[config.mk]
export PLATFORM = sky130hd
export DESIGN_NAME = transfer_sequencer
export DESIGN_NICKNAME = d
export VERILOG_FILES = /design/src/rtl/transfer_sequencer_pkg.sv /design/src/rtl/transfer_sequencer_counter.sv /design/src/rtl/transfer_sequencer.sv
export SDC_FILE = /design/constraint.sdc
export NUM_CORES = 1
export LEC_CHECK = 0
export CORE_MARGIN = 2
export CORE_UTILIZATION = 43
export CTS_BUF_LIST = sky130_fd_sc_hd__clkbuf_4 sky130_fd_sc_hd__clkbuf_8
export CTS_CLUSTER_DIAMETER = 120
export DETAILED_ROUTE_END_ITERATION = 6
export DONT_BUFFER_PORTS = 1
export SYNTH_ARGS = -nofsm -noshare
export SYNTH_HDL_FRONTEND = slang
export SYNTH_SLANG_ARGS = --single-unit
[constraint.sdc]
create_clock -name clk -period 3.1 [get_ports clk]
set_input_delay 0.155 -clock clk [delete_from_list [all_inputs] [get_ports clk]]
set_output_delay 0.155 -clock clk [all_outputs]
set_load 0.005 [all_outputs]
[src/rtl/transfer_sequencer_pkg.sv]
// -----------------------------------------------------------------------------
// transfer_sequencer_pkg
//   Shared definitions for the block-transfer sequencer:
//   - DEFAULT_DATA_LENGTH : default address / word-count width
//   - S_* localparams     : 3-bit FSM state encodings
//   - state_e             : FSM state type built on those encodings
// -----------------------------------------------------------------------------
package transfer_sequencer_pkg;

  localparam int DEFAULT_DATA_LENGTH = 8;

  localparam logic [2:0] S_IDLE = 3'd0;
  localparam logic [2:0] S_LOAD = 3'd1;
  localparam logic [2:0] S_WAIT = 3'd2;
  localparam logic [2:0] S_XFER = 3'd3;
  localparam logic [2:0] S_DONE = 3'd4;

  typedef enum logic [2:0] {
    ST_IDLE = S_IDLE,
    ST_LOAD = S_LOAD,
    ST_WAIT = S_WAIT,
    ST_XFER = S_XFER,
    ST_DONE = S_DONE
  } state_e;

endpackage

[src/rtl/transfer_sequencer_counter.sv]
// -----------------------------------------------------------------------------
// transfer_sequencer_counter
//   Loadable down-counter holding the number of words still to transfer.
//   Decrement wraps modulo 2^W, so a loaded 0 yields 2^W decrements before
//   reaching 1 -> 0 again.
// Ports:
//   clk    in   clock
//   res    in   async active-low reset (clears count)
//   load_i in   load di_i (priority over dec_i)
//   dec_i  in   decrement by one
//   di_i   in   W  load value
//   q_o    out  W  current count
// -----------------------------------------------------------------------------
module transfer_sequencer_counter #(
  parameter int W = 8
) (
  input  logic         clk,
  input  logic         res,
  input  logic         load_i,
  input  logic         dec_i,
  input  logic [W-1:0] di_i,
  output logic [W-1:0] q_o
);

  logic [W-1:0] q_q;

  always_ff @(posedge clk or negedge res) begin
    if (!res)        q_q <= '0;
    else if (load_i) q_q <= di_i;
    else if (dec_i)  q_q <= q_q - W'(1);
  end

  assign q_o = q_q;

endmodule

[src/rtl/transfer_sequencer.sv]
// -----------------------------------------------------------------------------
// transfer_sequencer
//   Block-transfer sequencer: IDLE -> LOAD -> (WAIT -> XFER)* -> DONE.
//   Drives the controls of an external address counter and tracks the
//   remaining word count in a sub-module counter.
// Configuration macro:
//   TRANSFER_AUTO_RELOAD_EN : DONE loops back to LOAD with the latched
//                             address/count/dir until abort or reset.
// Ports:
//   clk, res                   clock, async active-low reset
//   start, abort, dir, req     control inputs
//   addr_start, count_start    DATA_LENGTH transfer setup (sampled at start)
//   ack, busy, done            status outputs
//   addr_pl/en/inc/dec/cin     address counter controls (cin active low)
//   addr_di                    DATA_LENGTH address counter load value
//   remaining                  DATA_LENGTH words still to transfer
// -----------------------------------------------------------------------------
module transfer_sequencer
  import transfer_sequencer_pkg::*;
#(
  parameter int DATA_LENGTH = DEFAULT_DATA_LENGTH
) (
  input  logic                   clk,
  input  logic                   res,
  input  logic                   start,
  input  logic                   abort,
  input  logic                   dir,
  input  logic [DATA_LENGTH-1:0] addr_start,
  input  logic [DATA_LENGTH-1:0] count_start,
  input  logic                   req,
  output logic                   ack,
  output logic                   busy,
  output logic                   done,
  output logic                   addr_pl,
  output logic                   addr_en,
  output logic                   addr_inc,
  output logic                   addr_dec,
  output logic                   addr_cin,
  output logic [DATA_LENGTH-1:0] addr_di,
  output logic [DATA_LENGTH-1:0] remaining
);

`ifdef TRANSFER_AUTO_RELOAD_EN
  localparam bit RELOAD = 1'b1;
`else
  localparam bit RELOAD = 1'b0;
`endif

  state_e                 state_q;
  logic                   dir_q;
  logic [DATA_LENGTH-1:0] addr_q;
  logic [DATA_LENGTH-1:0] cnt_q;
  logic [DATA_LENGTH-1:0] rem;
  logic                   cnt_load, cnt_dec;
  logic [DATA_LENGTH-1:0] cnt_di;

  // The count is loaded on entry to LOAD so that remaining already shows the
  // latched count while in LOAD. Abort freezes the count.
  assign cnt_load = (state_q == ST_IDLE && start) ||
                    (RELOAD && state_q == ST_DONE && !abort);
  assign cnt_di   = (state_q == ST_IDLE) ? count_start : cnt_q;
  assign cnt_dec  = (state_q == ST_XFER) && !abort;

  transfer_sequencer_counter #(.W(DATA_LENGTH)) u_cnt (
    .clk    (clk),
    .res    (res),
    .load_i (cnt_load),
    .dec_i  (cnt_dec),
    .di_i   (cnt_di),
    .q_o    (rem)
  );

  always_ff @(posedge clk or negedge res) begin
    if (!res) begin
      state_q <= ST_IDLE;
      dir_q   <= 1'b0;
      addr_q  <= '0;
      cnt_q   <= '0;
    end else if (state_q != ST_IDLE && abort) begin
      state_q <= ST_IDLE;
    end else begin
      case (state_q)
        ST_IDLE: if (start) begin
          state_q <= ST_LOAD;
          dir_q   <= dir;
          addr_q  <= addr_start;
          cnt_q   <= count_start;
        end
        ST_LOAD: state_q <= ST_WAIT;
        ST_WAIT: if (req) state_q <= ST_XFER;
        // Completion is judged on the pre-decrement value, so a loaded 0
        // runs the full 2^DATA_LENGTH words.
        ST_XFER: state_q <= (rem == DATA_LENGTH'(1)) ? ST_DONE : ST_WAIT;
        ST_DONE: state_q <= RELOAD ? ST_LOAD : ST_IDLE;
        default: state_q <= ST_IDLE;
      endcase
    end
  end

  // Moore decode from the state register only.
  assign busy      = (state_q != ST_IDLE);
  assign addr_pl   = (state_q == ST_LOAD);
  assign ack       = (state_q == ST_XFER);
  assign addr_en   = (state_q == ST_XFER);
  assign addr_inc  = (state_q == ST_XFER) && !dir_q;
  assign addr_dec  = (state_q == ST_XFER) &&  dir_q;
  assign addr_cin  = (state_q != ST_XFER);
  assign done      = (state_q == ST_DONE);
  assign addr_di   = addr_q;
  assign remaining = rem;

endmodule
After elaboration in Yosys (flattened, before gate mapping):

Index checks and enable logic that the tools add are counted.

* register bits after elaboration: 28
* bits of input ports: 22
* output and inout port bits: 24
* logic and storage cells: 35

* add/sub/neg operators: 1
* equality and inequality tests: 8
* muxes and demuxes: 8
* bitwise gates (word level): 1
* reductions and logical operators: 12

Operators by type and width (count)
* 8-bit 2-to-1 mux: 3
* 3-bit 2-to-1 mux: 4
* 3-bit case mux with 4 select lines: 1
* 8-bit by 1-bit equality test with 1-bit output, second input constant: 1
* 8-bit by 1-bit subtractor with 8-bit output, second input constant: 1
* 3-bit by 2-bit equality test with 1-bit output, second input constant: 2
* 3-bit by 2-bit inequality test with 1-bit output, second input constant: 2
* 1-bit logical AND: 5
* 3-bit by 1-bit equality test with 1-bit output, second input constant: 1
* 3-bit equality test, second input constant: 1
* 3-bit logical NOT: 1
* 3-bit inequality test, second input constant: 1
* 3-bit AND reduction: 1
* 3-bit nonzero test: 1
* 1-bit logical NOT: 2
* 2-bit AND reduction: 1
* 2-bit nonzero test: 1
* 1-bit NOT: 1

Depth between registers and ports, before layout:

* word-level depth: 4
* gate-level depth with buffers: 7

Hierarchy:

A second synthesis with hierarchy kept.

* cell total of the unflattened synthesis: 124
* area total of the unflattened synthesis: 1475.2 um^2

By module, submodules not included
* transfer_sequencer: instances 1, cells an instance 71, area an instance 1008.5 um^2
* transfer_sequencer_counter: instances 1, cells an instance 53, area an instance 466.7 um^2

Least setup slack after synthesis:

OpenSTA, ideal clock, no wires.

* path type: register -> register
* from: reg state_q[1]
* to: reg u_cnt.q_q[7] (netlist: u_cnt.q_o[7])
* arrival time: 1544 ps
* data required time: 2979 ps
* setup slack: 1435 ps
* cell stages (with the launch flop): 6
* period minus slack after synthesis: 1665 ps
* path through: dfrtp_1 -> buf_6 -> or3b_4 -> a21oi_4 -> a21bo_1 -> a22o_1

* longest elaborated chain between the ends: 3
* elaborated cells on any way between the ends: 7
* those cells by class: eq/ne (1); mux (2); reduce/logical (4)

Ends and longest elaborated chain
* start, declared: line transfer_sequencer.sv:49 `state_e state_q;`
* start signal, assigned: line transfer_sequencer.sv:93 `ST_XFER: state_q <= (rem == DATA_LENGTH'(1)) ? ST_DONE : ST_WAIT;`
* start signal, assigned: line transfer_sequencer.sv:94 `ST_DONE: state_q <= RELOAD ? ST_LOAD : ST_IDLE;`
* 3-bit logical NOT / 3-bit by 2-bit equality test with 1-bit output (equally long branches): line transfer_sequencer.sv:59, transfer_sequencer.sv:61, transfer_sequencer.sv:62
* 8-bit 2-to-1 mux, or another cell as far along: line transfer_sequencer.sv:61 `assign cnt_di = (state_q == ST_IDLE) ? count_start : cnt_q;`
* 8-bit 2-to-1 mux / 2-bit nonzero test (equally long branches)
* end signal, assigned: line transfer_sequencer_counter.sv:29 `else if (load_i) q_q <= di_i;`
* end signal, assigned: line transfer_sequencer_counter.sv:30 `else if (dec_i) q_q <= q_q - W'(1);`
* end, declared: line transfer_sequencer_counter.sv:25 `logic [W-1:0] q_q;`

Parallel ways exist; a longest one is shown, timed or not.
A chain may end at the register's enable or synchronous reset.

Final worst setup path:

* from: reg state_q[2]
* to: reg u_cnt.q_q[7] (netlist: u_cnt.q_o[7])

Same word-level chain as after synthesis.

==> flow_metrics.py <==
metrics = {
    "synth": {
        "synth_cells": 121,
        "avgSynthCellArea_sq_um": 9.100,
        "async_reset_ff_share_pct": 100.0,
        "synth_ff_type": "dfrtp_1",
        "synth-seq-area-share_pct": 45.45,
        "synth-seq-cells": 20,
        "ys_warn_count": 0,
        "syn_area_sq_um": 1101,
        "synthesis.nets": 145,
        "synth_cell_types": 36,
        "synth_edf_count": 0,
    },
    "clocking": {
        "clk_latency_ps": 300,
        "path_clk_slew_ps": 120,
        "cts_tree": "done",
        "ctsHoldBuffers": 14,
        "htreeDepth": 1,
        "cts_resized": 0,
        "cts.sinks": 20,
        "cts_setup_buffers": 0,
        "cts_buffers": 3,
        "cts_root_buf": "clkbuf_4",
        "cts_buffer_depth": 2,
    },
    "cells_and_area": {
        "regArea_sq_um": 500.5,
        "syn2layout_area_growth_pct": 16.02,
        "fin_area_sq_um": 1277,
        "multiInputGateArea_sq_um": 524.3,
        "antennaDiodeCount": 0,
        "layout.nets": 156,
        "fill_cells": 236,
        "drive_gt1_share_pct": 6.870,
    },
    "floorplan": {
        "start_util_pct": 44.85,
        "die_y_um": 54.60,
        "fp.dieW_um": 54.60,
        "num_rows": 18,
        "num_io_pins": 46,
        "core_area_sq_um": 2455,
        "dieArea_sq_um": 2981,
    },
    "placed_design": {
        "hpwl_um": 1579,
        "place_area_sq_um": 1085,
        "portBuffers": 0,
        "gp_congestion": 0.7871,
    },
    "global_routing": {
        "antenna_found_initial": 0,
        "grt_max_degree": 21,
        "grt_pass1_vias": 813,
        "grt_overflow_total": 0,
        "grt_usage_pct": 18.01,
        "grt_pass1_wl_um": 3808,
    },
    "run": {
        "max_cap_violations": 0,
    },
    "sta": {
        "period_minus_slack_ps": 1929,
        "post-route-period-util_pct": 62.24,
        "tns_ps": 0,
        "slew_viol_final": 0,
        "worst_pin_slew_ps": 874.1,
        "relSlewSlack_pct": 41.53,
        "hold_violations": 0,
        "final-setup-viol-count": 0,
        "fin_hold_ws_ps": 48.31,
        "rsz0062_at_grt": "false",
        "max_freq_ghz": 0.5183,
        "worst_clock_skew_ps": 5.557,
    },
    "drt": {
        "drt-total-wl_um": 2340,
        "ant_nets": 0,
        "via_count": 873,
        "dr.pass1.iters": 4,
        "wl_per_cell_um": 14.53,
        "drt_iter0_markers": 14,
        "via_per_inst": 5.422,
        "drc": 0,
    },
    "setup_path": {
        "worstSetupPathType": "reg -> reg",
        "crit_fanout": 16,
        "worst_setup_path_start_kind": "register",
        "arrival_ps": 2140,
        "end_kind": "register",
        "cp.required_ps": 3310,
    },
    "status": {
        "outcome": "complete, no violations",
    },
    "hold_path": {
        "hold_class": "in -> reg",
    },
    "power_and_ir_drop": {
        "p_per_area_nw_per_um2": 676.2,
        "p_leak_uw": 0.0005632,
        "peakVddDrop_v": 0.0004609,
    },
}
layout by cell type, fill, tap and decap left out, types with 2 or more instances in the layout:
cell,netlist,final
nand2_1,35,35
dfrtp_1,20,20
dlygate4sd3_1,0,14
nor2_1,6,6
o21ai_0,5,5
inv_1,4,4
nand3_1,3,3
nor4_1,3,3
a22o_1,3,3
nor3_1,3,3
xnor2_1,3,3
clkbuf_4,0,3
and2_1,2,2
nand3b_1,2,2
a21oi_1,2,2
nor4b_1,2,2
ha_1,2,2
kinds of logic (layout without fill, tap and decap cells):
kind of cell | after synthesis | count (layout) | synth area share (%)
DFF | 20 | 20 | 45.45
xor gates and xnor gates | 3 | 3 | 2.387
muxes | 1 | 1 | 0.9091
and+or+nand+nor | 64 | 64 | 30.00
adders and majority gates | 2 | 2 | 2.272
AOI/OAI and AO/OA | 18 | 18 | 12.05
buffers and inverters | 13 | 23 | 6.931
stage by stage:
step	util [%]	std cells	power, uW	setup WS (ps)
floorplan	-	121	593.8	1435
global placement	44.19	143	630.6	1213
detailed placement	44.19	143	637.3	1171
CTS	52.04	161	870.0	1159
global route	52.04	161	931.3	1025
finish	52.04	161	863.9	1171
report_power, final:
part / leakage (uW) / internal (uW) / switching [uW] / total (uW)
sequential: 0.000245 / 334 / 99.9 / 434
clock: 0.0000279 / 131 / 83.0 / 214
combinational: 0.000290 / 107 / 110 / 217
total: 0.000563 / 571 / 293 / 864
state kept, by name (all words and copies together) (netlist names):
signal / count
addr_di: 8
state_q: 3
dir_q: 1
u_cnt.q_o: 8
worst max-delay path, cell delays in order (launching register included):
cell and delay, ps:
dfrtp_1 520, or4b_1 840, a21bo_1 260, a22o_1 220
area by class of cell:
class | count | area share (%)
Clock inverter | 1 | 2.351
Timing Repair Buffer | 15 | 11.56
Multi-Input combinational cell | 88 | 41.04
Sequential cell | 20 | 39.18
Clock buffer | 3 | 1.763
Inverter | 4 | 1.175
Tap cell | 30 | 2.938
final timing paths:
path                            start            to  slack (ps)  depth (start not counted)
max                        state_q[2]  u_cnt.q_o[7]        1170                          3
min                             start    state_q[0]          50                          2
max reg2reg                state_q[2]  u_cnt.q_o[7]        1170                          3
min reg2reg                     dir_q         dir_q         500                          2
max in group asynchronous         res    addr_di[5]        2160                          1
min in group asynchronous         res  u_cnt.q_o[1]         400                          1
cell usage after synthesis (2+ instances only):
| cell | instances | area [sq um] |
|---|---|---|
| buf_6 | 2 | 22.52 |
| nand3b_1 | 2 | 15.01 |
| nand2_1 | 35 | 131.4 |
| dfrtp_1 | 20 | 500.5 |
| nand3_1 | 3 | 15.01 |
| nor2_1 | 6 | 22.52 |
| and2_1 | 2 | 12.51 |
| xnor2_1 | 3 | 26.28 |
| o21ai_0 | 5 | 25.02 |
| ha_1 | 2 | 25.02 |
| a22o_1 | 3 | 26.28 |
| nor3_1 | 3 | 15.01 |
| buf_4 | 2 | 15.01 |
| a21oi_1 | 2 | 10.01 |
| inv_1 | 4 | 15.01 |
| buf_2 | 4 | 20.02 |
| nor4_1 | 3 | 18.77 |
| nor4b_1 | 2 | 17.52 |
per-layer routing:
metal,global-route usage (%),up-vias,part of all wire [%]
met4,8.750,0,0.81
met1,24.74,416,41
met2,26.59,27,50
met5,0,-,0
li1,-,428,-
met3,4.098,2,8.3
Note: power is estimated with default switching activity, not from simulation.
